<file path="config.mk">
export PLATFORM = sky130hd
export DESIGN_NAME = melody_player
export DESIGN_NICKNAME = d
export VERILOG_FILES = /design/src/rtl/audio_pkg.sv /design/src/rtl/tone_gen.sv /design/src/rtl/melody_player.sv
export SDC_FILE = /design/constraint.sdc
export NUM_CORES = 1
export LEC_CHECK = 0
export BUFFER_PORTS_ARGS = -buffer_cell sky130_fd_sc_hd__buf_2
export CAP_MARGIN = 20
export CORE_ASPECT_RATIO = 0.9
export CORE_UTILIZATION = 55
export DETAILED_ROUTE_END_ITERATION = 8
export PLACE_DENSITY = 0.72
export SLEW_MARGIN = 5
export SYNTH_ARGS = -nofsm -noshare
export SYNTH_HDL_FRONTEND = slang
export SYNTH_SLANG_ARGS = --single-unit
</file>
<file path="constraint.sdc">
create_clock -name clock_i -period 9.1 [get_ports clock_i]
set_input_delay 0 -clock clock_i [delete_from_list [all_inputs] [get_ports clock_i]]
set_output_delay 0 -clock clock_i [all_outputs]
set_load 0.01 [all_outputs]
</file>
<file path="src/rtl/audio_pkg.sv">
// Note dividers (clock cycles per tone period at 100 MHz), the default melody
// table and the sequencer state encoding shared by the melody player.
package audio_pkg;

    localparam logic [20:0] NOTE_E2   = 21'd1204819;
    localparam logic [20:0] NOTE_F2   = 21'd1149425;
    localparam logic [20:0] NOTE_FA   = 21'd1086957;
    localparam logic [20:0] NOTE_Fa   = 21'd1075269;
    localparam logic [20:0] NOTE_LA   = 21'd909091;
    localparam logic [20:0] NOTE_La   = 21'd854701;
    localparam logic [20:0] NOTE_REST = 21'd0;

    // Entry 0 sits in the least significant slot and plays first.
    localparam logic [8*21-1:0] MEL_DEFAULT = {
        NOTE_REST, NOTE_La, NOTE_LA, NOTE_Fa,
        NOTE_FA,   NOTE_F2, NOTE_E2, NOTE_E2
    };

    typedef enum logic [1:0] {
        ST_IDLE = 2'd0,
        ST_PLAY = 2'd1,
        ST_GAP  = 2'd2
    } state_t;

endpackage

</file>
<file path="src/rtl/tone_gen.sv">
// Square-wave generator: low for the first div/2 counts of each period, high
// for the rest; div == 0 is silent.
module tone_gen #(
    parameter int DIV_W = 21
) (
    input  logic             clock_i,
    input  logic             reset_i,
    input  logic             clr_i,
    input  logic             en_i,
    input  logic [DIV_W-1:0] div_i,
    output logic             wave_o
);

    logic [DIV_W-1:0] cnt_q, cnt_d;
    logic             wave_q, wave_d;

    // clr/en/div describe the coming cycle, so the registered wave lines up
    // with the counter value it was derived from.
    always_comb begin
        cnt_d = '0;
        if (en_i && !clr_i && (div_i != '0) && (cnt_q < div_i - 1'b1))
            cnt_d = cnt_q + 1'b1;
        wave_d = en_i && (div_i != '0) && (cnt_d >= (div_i >> 1));
    end

    always_ff @(posedge clock_i) begin
        if (reset_i) begin
            cnt_q  <= '0;
            wave_q <= 1'b0;
        end else begin
            cnt_q  <= cnt_d;
            wave_q <= wave_d;
        end
    end

    assign wave_o = wave_q;

endmodule

</file>
<file path="src/rtl/melody_player.sv">
// Melody sequencer: steps through a table of note dividers with fixed note and
// gap durations, one-shot or looping, and drives a single tone generator.
module melody_player
    import audio_pkg::*;
#(
    parameter int                         NUM_NOTES  = 8,
    parameter int                         IDX_W      = 3,
    parameter int                         DIV_W      = 21,
    parameter logic [NUM_NOTES*DIV_W-1:0] MELODY     = MEL_DEFAULT,
    parameter int                         NOTE_TICKS = 50_000_000,
    parameter int                         GAP_TICKS  = 5_000_000,
    parameter int                         DUR_W      = 28
) (
    input  logic             clock_i,
    input  logic             reset_i,
    input  logic             start_i,
    input  logic             stop_i,
    input  logic             loop_i,
    output logic             audio_o,
    output logic             busy_o,
    output logic             done_o,
    output logic [IDX_W-1:0] note_idx_o
);

    localparam logic [DUR_W-1:0] NOTE_LAST = DUR_W'(NOTE_TICKS - 1);
    localparam logic [DUR_W-1:0] GAP_LAST  = DUR_W'((GAP_TICKS > 0) ? GAP_TICKS - 1 : 0);
    localparam logic [IDX_W-1:0] IDX_LAST  = IDX_W'(NUM_NOTES - 1);

    state_t             state_q, state_d;
    logic [IDX_W-1:0]   idx_q, idx_d;
    logic [DUR_W-1:0]   dur_q, dur_d;
    logic               loop_q, loop_d;
    logic               busy_q, done_q, done_d;
    logic               adv, tone_clr, tone_en;
    logic [DIV_W-1:0]   tone_div;

    always_comb begin
        state_d  = state_q;
        idx_d    = idx_q;
        dur_d    = dur_q;
        loop_d   = loop_q;
        done_d   = 1'b0;
        adv      = 1'b0;
        tone_clr = 1'b0;
        tone_en  = 1'b0;
        case (state_q)
            ST_IDLE: if (start_i) begin
                state_d  = ST_PLAY;
                idx_d    = '0;
                dur_d    = '0;
                loop_d   = loop_i;
                tone_clr = 1'b1;
            end
            ST_PLAY: if (dur_q == NOTE_LAST) begin
                dur_d = '0;
                if (GAP_TICKS > 0) state_d = ST_GAP;
                else               adv     = 1'b1;
            end else begin
                dur_d = dur_q + 1'b1;
            end
            ST_GAP: if (dur_q == GAP_LAST) begin
                dur_d = '0;
                adv   = 1'b1;
            end else begin
                dur_d = dur_q + 1'b1;
            end
            default: state_d = ST_IDLE;
        endcase
        if (adv) begin
            if (idx_q != IDX_LAST) begin
                idx_d    = idx_q + 1'b1;
                state_d  = ST_PLAY;
                tone_clr = 1'b1;
            end else if (loop_q) begin
                idx_d    = '0;
                state_d  = ST_PLAY;
                tone_clr = 1'b1;
            end else begin
                state_d = ST_IDLE;
                done_d  = 1'b1;
            end
        end
        // stop beats start and completion alike
        if (stop_i) begin
            state_d  = ST_IDLE;
            idx_d    = '0;
            dur_d    = '0;
            done_d   = 1'b0;
            tone_clr = 1'b0;
        end
        tone_en = (state_d == ST_PLAY);
    end

    assign tone_div = MELODY[int'(idx_d)*DIV_W +: DIV_W];

    always_ff @(posedge clock_i) begin
        if (reset_i) begin
            state_q <= ST_IDLE;
            idx_q   <= '0;
            dur_q   <= '0;
            loop_q  <= 1'b0;
            busy_q  <= 1'b0;
            done_q  <= 1'b0;
        end else begin
            state_q <= state_d;
            idx_q   <= idx_d;
            dur_q   <= dur_d;
            loop_q  <= loop_d;
            busy_q  <= (state_d != ST_IDLE);
            done_q  <= done_d;
        end
    end

    tone_gen #(.DIV_W(DIV_W)) u_tone (
        .clock_i (clock_i),
        .reset_i (reset_i),
        .clr_i   (tone_clr),
        .en_i    (tone_en),
        .div_i   (tone_div),
        .wave_o  (audio_o)
    );

    assign busy_o     = busy_q;
    assign done_o     = done_q;
    assign note_idx_o = idx_q;

endmodule
</file>
==> flow_metrics.tcl, run 1 <==
set metrics [dict create \
    status "finished, final reports clean" \
    ys.flop_type "dfxtp_1" \
    gp_congestion 0.960 \
    rsz0062_at_grt "false" \
    rows 30 \
    crit_required_ns 9.30 \
    vias 3976 \
    grt_antenna_before_repair 0 \
    drive_gt1_share_pct 11.7 \
    synth_nets 594 \
    synth.largest_area_cell "dfxtp_1" \
    drt_iter0_drc 340 \
    drc 0 \
    die_area_mm2 0.00852 \
    cp-start-kind "register" \
    clockBufferDepth 2 \
    power_leakage_nw 1.65 \
    r2r-end "u_tone.wave_o" \
    worstMarginPinSlew_ns 1.11 \
    synth_cell_types 71 \
    antenna_left 0 \
    finalHoldViolCount 0 \
    worstPathArrival_ns 7.84 \
    syn_area_per_cell_um2 8.37 \
    reg2reg_from "dur_q[0]" \
    n_fill_cell 675 \
    final_cells 641 \
    p_clk_share_pct 42.7 \
    cts_tree "built" \
    htree_levels 3 \
    min_period_ns 7.64 \
    fin_crit_sh_pct 84.0 \
    p_int_mw 0.358 \
    p_sw_share_pct 25.7 \
    setup_viol 0 \
    clk_latency_ns 0.34 \
    p_comb_share_pct 4.3 \
    die_y_um 87.7 \
    critPathMaxFanout 22 \
    worst_clock_skew_ns 0.0106 \
    slew_headroom_pct 25.8 \
    synth_area_leaders "dfxtp_1 26%, ha_1 15%, nor2_1 5.9%" \
    synthesis.area_mm2 0.00448 \
    numPortBuffers 10 \
    grt_pass1_wl_um 18400 \
    via_per_inst 6.20 \
    synth_seq_cells 58 \
    wire_per_inst_um 17.3 \
    start_util_pct 58.0 \
    ys_warn_count 0 \
    fmax_ghz 0.131 \
    hold_depth 4 \
    synth.top_cell.area_share_pct 25.9 \
    synth_edf_count 0 \
    power.switching_mw 0.124 \
    synthArstFlopShare_pct 0 \
    critPathKind "register to register" \
    cts.clk_slew.worst_paths_ns 0.07 \
    hold_path.class "primary input to register" \
    total_power_mw 0.482 \
    r2r_cells 27 \
    core_area_mm2 0.00773 \
    seq_power_share_pct 53.1 \
    grt.total_usage_pct 27.2 \
    io_pins 11 \
    cts_setup_buffers 0 \
    hp-start "start_i" \
    syn_inst 536 \
    cts_sinks 58 \
    min_to "loop_q" \
    finalNetCount 598 \
    antenna_cells 0 \
    ys_seq_area_share_pct 25.9 \
    die_x_um 97.2 \
    syn_to_final_growth_pct 5.89 \
    grt_max_degree 43 \
    overflow 0 \
    endpoint_kind "register" \
    ff2ff_setup_slack_ns 1.46 \
    place_inst 622 \
    maxCapViolations 0 \
    dr.pass1.iters 5 \
    dp_hpwl_um 8350 \
    cts_resized 0 \
    cts_made_buffers 9 \
    grt_pass1_vias 3639 \
    fin_setup_tns_ns 0 \
    ir_drop_uv 57.5 \
    maxSlewViolCount 0 \
    root_buffer "clkbuf_8" \
    powerDensity_mw_per_mm2 102 \
    wirelength_um 11100 \
]
[state kept, by name (all words and copies together), names as in the netlist]
signal and count:
u_tone.cnt_q 21, busy_o 1, done_o 1, u_tone.wave_o 1, state_q 2, dur_q 28, loop_q 1, note_idx_o 3
[logic make-up (layout without fill, tap and decap cells)]
group	count (synthesis)	in the layout	share of synthesized area, %
AND/OR/NAND/NOR	243	243	31.6
AO/OA/AOI/OAI	98	98	15.2
flip-flops	58	58	25.9
adder cells (fa/ha/maj)	53	53	14.8
XOR/XNOR	42	42	8.20
buffers and inverters	41	50	4.07
multiplexers	1	1	0.251
[Yosys cell counts (3+ instances only)]
cell,instances
ha_1,53
a21o_1,3
and4_1,8
dfxtp_1,58
a21boi_0,3
nor2_1,70
xnor2_1,23
buf_2,8
buf_1,3
o31ai_1,3
nand2_1,34
inv_1,20
nand4_1,14
nor4_1,3
nor4_2,20
a211oi_1,6
xor2_1,19
nand3_1,22
o21ai_0,28
a21oi_1,23
clkbuf_1,7
and2_1,5
or2_2,3
nor3_1,29
and3_1,9
nor2b_1,5
[per-layer routing]
layer  routed length, µm  GRT usage, %  part of all wire (%)
met2                4280          36.7                    39
met3                 950          6.54                   8.6
met1                5710          41.8                    51
met5                   0             0                     0
met4                 159          8.41                   1.4
[stage by stage]
step | util, % | cell area [µm²] | hold WS (ns) | setup slack (ns)
final | 61.4 | 4750 | 0.0325 | 1.46
after global routing | 61.4 | 4750 | 0.0776 | 0.946
after CTS | 61.4 | 4750 | 0.0205 | 1.60
after detailed placement | 58.9 | 4560 | 0.254 | 1.63
after global placement | 58.9 | 4560 | 0.252 | 1.87
after floorplan | - | 4480 | 0.0775 | 2.50
[timing repair]
item,in CTS,in global routing
hold endpoints to repair,2,0
hold buffers,3,0
endpoints found under the setup margin,0,0
[how the worst max path moves through the flow]
stage | from | end
6_report | dur_q[0] | u_tone.wave_o
4_1_cts | dur_q[0] | u_tone.wave_o
2_1_floorplan | dur_q[0] | u_tone.wave_o
5_1_grt | dur_q[0] | u_tone.wave_o
3_3_place_gp | dur_q[0] | u_tone.wave_o
3_5_place_dp | dur_q[0] | u_tone.wave_o
[layout make-up]
cell class	count	area, µm²	area share (%)
Timing Repair Buffer	14	87.6	1.84
Multi-Input combinational cell	437	3140	66.2
Inverter	20	75.1	1.58
Clock buffer	11	131	2.77
Clock inverter	5	31.3	0.659
Tap cell	96	120	2.53
Sequential cell	58	1160	24.5
[cell usage in the layout (no fill, tap or decap), types with 3 or more instances in the layout]
| cell type | instances |
|---|---|
| nor2_1 | 70 |
| and2_1 | 5 |
| nand3_1 | 22 |
| clkinv_2 | 3 |
| nor4_2 | 20 |
| dlygate4sd3_1 | 3 |
| xnor2_1 | 23 |
| ha_1 | 53 |
| xor2_1 | 19 |
| a21oi_1 | 23 |
| nand4_1 | 14 |
| and3_1 | 9 |
| nor3_1 | 29 |
| clkbuf_8 | 9 |
| a21boi_0 | 3 |
| o21ai_0 | 28 |
| nor2b_1 | 5 |
| buf_2 | 10 |
| nand2_1 | 34 |
| or2_2 | 3 |
| inv_1 | 20 |
| o31ai_1 | 3 |
| a211oi_1 | 6 |
| a21o_1 | 3 |
| nor4_1 | 3 |
| dfxtp_1 | 58 |
| and4_1 | 8 |
[power groups by stage]
| stage | Combinational, mW | Sequential [mW] | Clock (mW) |
|---|---|---|---|
| 6_report | 0.0206 | 0.256 | 0.206 |
| 5_1_grt | 0.0227 | 0.256 | 0.220 |
| 3_5_place_dp | 0.0194 | 0.262 | 0 |
| 3_3_place_gp | 0.0192 | 0.262 | 0 |
| 4_1_cts | 0.0206 | 0.256 | 0.209 |
| 2_1_floorplan | 0.0149 | 0.262 | 0 |
[critical path, stage by stage, from the launching register on]
cell and delay [ns]:
dfxtp_1 0.38, ha_1 0.24, or4b_4 0.50, nor4_4 0.37, and4_1 0.37, nor2b_1 0.20
a21o_1 0.31, inv_1 0.11, ha_1 0.33, nor2_1 0.22, o211ai_4 0.15, nor2_1 0.42
nor3_1 0.14, ha_1 0.41, nand4_1 0.14, nor3_1 0.36, nand3_1 0.24, o221ai_4 0.66
buf_4 0.42, nor3_1 0.11, ha_1 0.35, a211oi_1 0.22, o221ai_1 0.15, a21oi_1 0.16
o22ai_1 0.09, a41o_1 0.24, o2111ai_1 0.09, o32ai_1 0.11
(Power assumes the default switching activity.)
==> run 2: changes to the inputs <==
--- a/config.mk
+++ b/config.mk
@@ -10,7 +10,7 @@
 export CORE_ASPECT_RATIO = 0.9
 export CORE_UTILIZATION = 55
 export DETAILED_ROUTE_END_ITERATION = 8
-export PLACE_DENSITY = 0.72
+export PLACE_DENSITY = 0.74
 export SLEW_MARGIN = 5
 export SYNTH_ARGS = -nofsm -noshare
 export SYNTH_HDL_FRONTEND = slang
==> constraint.sdc (replaced) <==
create_clock -name clock_i -period 6.6 [get_ports clock_i]
set_input_delay 0 -clock clock_i [delete_from_list [all_inputs] [get_ports clock_i]]
set_output_delay 0 -clock clock_i [all_outputs]
set_load 0.01 [all_outputs]
==> flow_metrics.tcl, run 2 (synthesis gave the netlist of run 1 again) <==
set metrics [dict create \
    holdWs_ns 0.0574 \
    numPortBuffers 10 \
    maxCapViolations 0 \
    cts_made_buffers 9 \
    die_area_mm2 0.00852 \
    grt_pass1_vias 3699 \
    fin_crit_sh_pct 96.5 \
    wire_per_inst_um 17.2 \
    dp_hpwl_um 8470 \
    final_cell_mix "70 x nor2_1, 58 x dfxtp_1, 51 x ha_1, 34 x nand2_1, 27 x o21ai_0" \
    gp_congestion 0.938 \
    critical_path.slowest_cell "or4bb_4" \
    crit_required_ns 6.81 \
    hold_path.class "primary input to register" \
    regMostFlops "dur_q" \
    die_x_um 97.2 \
    setup_viol 0 \
    drive_gt1_share_pct 17.4 \
    cts.clk_slew.worst_paths_ns 0.07 \
    grt_pass1_wl_um 18300 \
    wirelength_um 11300 \
    cp_top_family "simple AND/OR/NAND/NOR gates" \
    ir_drop_uv 86.2 \
    drt_iter0_drc 271 \
    grt.total_usage_pct 26.9 \
    worst-path-buf-inv 5 \
    antenna_cells 0 \
    critPathMaxFanout 29 \
    dpl_cell_area_mm2 0.00469 \
    cts_sinks 58 \
    maxSlewViolCount 0 \
    finalHoldViolCount 0 \
    status "finished, final reports clean" \
    worstMarginPinSlew_ns 0.851 \
    dr.pass1.iters 5 \
    overflow 0 \
    antenna_left 0 \
    largest_register_ffs 28 \
    fin_ws_ns 0.231 \
    power_leakage_nw 1.76 \
    via_per_inst 6.36 \
    io_pins 11 \
    root_buffer "clkbuf_8" \
    layout_commonest_cell "nor2_1" \
    htree_levels 3 \
    cp-start-kind "register" \
    clockBufferDepth 2 \
    core_area_mm2 0.00773 \
    grt_max_degree 30 \
    start_util_pct 58.0 \
    endpoint_kind "register" \
    finalNetCount 616 \
    cts_tree "built" \
    grt_antenna_before_repair 0 \
    slew_headroom_pct 42.5 \
    powerDensity_mw_per_mm2 137 \
    min_period_ns 6.37 \
    total_power_mw 0.684 \
    fmax_ghz 0.157 \
    max_stage_delay_ns 0.58 \
    worstPathArrival_ns 6.58 \
    clk_latency_ns 0.35 \
    die_y_um 87.7 \
    vias 4194 \
    final_cell_area_mm2 0.00497 \
    rows 30 \
    crit_path_frequent_cell "buf_4" \
    worst_clock_skew_ns 0.00917 \
    critPathKind "register to register" \
    dp_slack_ns -0.137 \
    drc 0 \
    fin_setup_tns_ns 0 \
    syn_to_final_growth_pct 10.9 \
]
run 2: cell count changes in the layout (fill, tap and decap cells not counted), sizes merged:
cell	before	now
buf	11	29
clkinv	4	3
clkinvlp	1	2
run 2: power by group:
part           internal [mW]  switching (mW)
Clock                  0.144           0.153
Combinational         0.0111          0.0220
Sequential             0.351         0.00154
Total                  0.507           0.177
run 2: layout make-up:
type                            instances  area (µm²)
Tap cell                               96         120
Inverter                               20        75.1
Sequential cell                        58        1160
Clock inverter                          5        30.0
Fill cell                             657        2760
Multi-Input combinational cell        437        3200
Clock buffer                           11         141
Timing Repair Buffer                   32         248
run 2: tightest hold or removal path: cells and delay by family:
family                 cells  cell delay, ns
AO/OA/AOI/OAI              1            0.07
AND/OR/NAND/NOR            2            0.16
buffers and inverters      1            0.13
run 2: timing repair:
item	4_1_cts	5_1_grt
setup endpoints to repair	1	1
cloned	0	0
hold endpoints to repair	2	0
pin swaps	0	4
resized for setup	3	17
setup buffers	0	3
hold buffers	3	0
run 2: path summary, 6_finish.rpt:
kind                            startpoint             to  slack, ns  cells past startpoint
worst max register to register   dur_q[12]  u_tone.wave_o       0.23                     28
worst min register to register      loop_q         loop_q       0.49                      2
worst min-delay path               start_i         loop_q       0.06                      4
worst max-delay path             dur_q[12]  u_tone.wave_o       0.23                     28
run 2: metal layers:
layer | up-vias | part of all wire (%) | routed length, µm | track usage (%)
met5 | - | 0 | 0 | 0
met4 | 0 | 1.3 | 144 | 6.24
met3 | 13 | 8.2 | 933 | 6.86
met2 | 172 | 41 | 4650 | 39.4
met1 | 1988 | 49 | 5610 | 39.4
li1 | 2021 | - | - | -
run 2: metrics by stage:
| step | cells | util, % |
|---|---|---|
| 6_report | 659 | 64.3 |
| 5_1_grt | 659 | 64.3 |
| 4_1_cts | 656 | 63.4 |
| 3_5_place_dp | 637 | 60.7 |
| 3_3_place_gp | 637 | 60.7 |
| 2_1_floorplan | 536 | - |
==> run 3: changes to the inputs <==
--- a/config.mk
+++ b/config.mk
@@ -14,4 +14,5 @@
 export SLEW_MARGIN = 5
 export SYNTH_ARGS = -nofsm -noshare
 export SYNTH_HDL_FRONTEND = slang
+export SYNTH_HIERARCHICAL = 1
 export SYNTH_SLANG_ARGS = --single-unit
==> flow_metrics.tcl, run 3 <==
set metrics [dict create \
    syn_inst 561 \
    wire_per_inst_um 16.9 \
    syn_area_per_cell_um2 8.31 \
    worst_clock_skew_ns 0.00764 \
    ys_seq_area_share_pct 24.9 \
    rsz0062_at_grt "true" \
    antenna_cells 0 \
    critPathMaxFanout 7 \
    min_period_ns 6.69 \
    status "finished with violations" \
    grt_pass1_wl_um 19300 \
    setup_viol 1 \
    synth_seq_cells 58 \
    synth.largest_area_cell "dfxtp_1" \
    core_area_mm2 0.00815 \
    htree_levels 3 \
    synthTopCellsByCount "85 x nor2_1, 58 x dfxtp_1, 56 x ha_1, 47 x xnor2_1, 39 x nand2_1" \
    power_leakage_nw 2.37 \
    wirelength_um 13000 \
    ys_warn_count 6 \
    regMostFlops "dur_q" \
    cts_sinks 58 \
    hp-start "start_i" \
    maxCapViolations 0 \
    finalNetCount 728 \
    maxSlewViolCount 0 \
    slew_headroom_pct 39.8 \
    ir_drop_uv 94.7 \
    gp_congestion 0.916 \
    place_inst 732 \
    dp_hpwl_um 8850 \
    crit_path_frequent_cell "ha_1" \
    synthArstFlopShare_pct 0 \
    cp-start-kind "register" \
    fmax_ghz 0.149 \
    synth_edf_count 0 \
    reg2reg_from "dur_q[20]" \
    dpl_cell_area_mm2 0.00528 \
    critical_path.slowest_cell "or4b_4" \
    synth.top_cell.area_share_pct 24.9 \
    cts.clk_slew.worst_paths_ns 0.08 \
    powerDensity_mw_per_mm2 136 \
    clockBufferDepth 2 \
    synthesis.area_mm2 0.00466 \
    final_cell_mix "91 x buf_4, 80 x nor2_1, 56 x dfxtp_1, 52 x ha_1, 47 x xnor2_1" \
    worstMarginPinSlew_ns 0.890 \
    max_stage_delay_ns 0.64 \
    grt.total_usage_pct 27.9 \
    worst-path-buf-inv 4 \
    drt_iter0_drc 399 \
    die_area_mm2 0.00885 \
    critPathKind "register to register" \
    layout_commonest_cell "buf_4" \
    start_util_pct 57.2 \
    rows 31 \
    via_per_inst 5.88 \
    endpoint_kind "register" \
    r2r_cells 28 \
    n_fill_cell 584 \
    violations "setup timing" \
    grt_pass1_vias 4026 \
    largest_register_ffs 28 \
    clk_latency_ns 0.35 \
    synth_nets 622 \
    numPortBuffers 10 \
    synth_cell_types 66 \
    cp_top_family "simple AND/OR/NAND/NOR gates" \
    drive_gt1_share_pct 31.4 \
    cts_tree "built" \
    cts_made_buffers 9 \
    hold_depth 4 \
    crit_required_ns 6.81 \
    die_y_um 89.3 \
    grt_antenna_before_repair 0 \
    die_x_um 99.0 \
    io_pins 11 \
    grt_max_degree 28 \
    final_cells 771 \
    startpoint "dur_q[20]" \
    fin_ws_ns -0.0897 \
    dr.pass1.iters 5 \
    final_cell_area_mm2 0.00598 \
    syn_to_final_growth_pct 28.2 \
    hold_path.class "primary input to register" \
    synth_area_leaders "dfxtp_1 25%, ha_1 15%, xnor2_1 8.8%" \
    dp_slack_ns -0.137 \
    drc 0 \
    ys.flop_type "dfxtp_1" \
    cp.depth 28 \
    worstPathArrival_ns 6.90 \
    overflow 0 \
    vias 4534 \
    root_buffer "clkbuf_8" \
    finalHoldViolCount 0 \
    yosys.cell_count.top_type "nor2_1" \
    antenna_left 0 \
    fin_crit_sh_pct 101 \
]
==> run 3: changes by cell type in the layout (fill, tap and decap cells not counted), moves of 10 or more <==
| cell | previous run | this run |
|---|---|---|
| buf_4 | 17 | 91 |
| inv_1 | 19 | 37 |
| nor2_1 | 70 | 80 |
| nor3_1 | 25 | 11 |
| nor3_2 | 4 | 23 |
| nor4_2 | 20 | 2 |
| o21ai_0 | 27 | 11 |
| xnor2_1 | 23 | 47 |
==> run 3: worst paths after layout <==
| check | end | slack, ns |
|---|---|---|
| max reg2reg | u_tone/wave_o | -0.09 |
| min | loop_q | 0.16 |
| min reg2reg | loop_q | 0.45 |
| max | u_tone/wave_o | -0.09 |
==> run 3: layout make-up <==
type                            count  area [µm²]  area share (%)
Multi-Input combinational cell    449        3460            58.0
Sequential cell                    58        1160            19.5
Timing Repair Buffer              110         836            14.0
Inverter                           39         146            2.45
Clock buffer                        9         124            2.07
Tap cell                           99         124            2.07
Clock inverter                      7         118            1.97
==> run 3: repair_timing <==
action	4_1_cts	5_1_grt
pin swaps	2	46
setup endpoints to repair	1	1
hold buffers	2	0
hold endpoints to repair	1	0
buffers inserted	0	20
gates cloned	1	0
resized for setup	7	54
==> run 3: metrics by stage <==
stage	total power, mW	TNS, ns	util, %	hold WS, ns
global placement	0.397	-0.0304	64.8	0.283
CTS	0.808	0	68.5	0.142
floorplan	0.391	0	-	0.0691
detailed placement	0.398	-0.137	64.8	0.289
global route	0.840	-0.394	73.4	0.183
finish	0.812	-0.0897	73.4	0.162
==> run 3: worst reg2reg max path, delay by kind of cell (launching register included) <==
kind / cells / cell delay, ns
AND/OR/NAND/NOR: 11 / 2.93
AO/OA/AOI/OAI: 8 / 1.45
adder cells (fa/ha/maj): 4 / 1.12
buffers and inverters: 4 / 0.51
flip-flops: 1 / 0.34
XOR/XNOR: 1 / 0.21
==> run 3: cells by family (layout without fill, tap and decap cells) <==
kind of cell               count (synthesis)  in the layout  synth area share, %
DFF                                       58             58                 24.9
adders and majority gates                 56             56                 15.0
AOI/OAI and AO/OA                         64             64                 9.37
xor gates and xnor gates                  62             62                 11.7
muxes                                      4              4                 1.02
and+or+nand+nor                          262            263                 31.8
buffers and inverters                     55            165                 6.17
==> run 3: where the power goes <==
part | leakage, nW | internal, mW | switching, mW
Sequential | 0.469 | 0.351 | 0.00120
Combinational | 1.79 | 0.0196 | 0.0305
Clock | 0.111 | 0.250 | 0.160
==> run 3: layer usage <==
metal  share of wire (%)  global-route usage (%)
met1                  45                    37.6
met2                  46                    45.6
met3                 6.8                    4.38
met4                 2.5                    9.63
met5                   0                       0
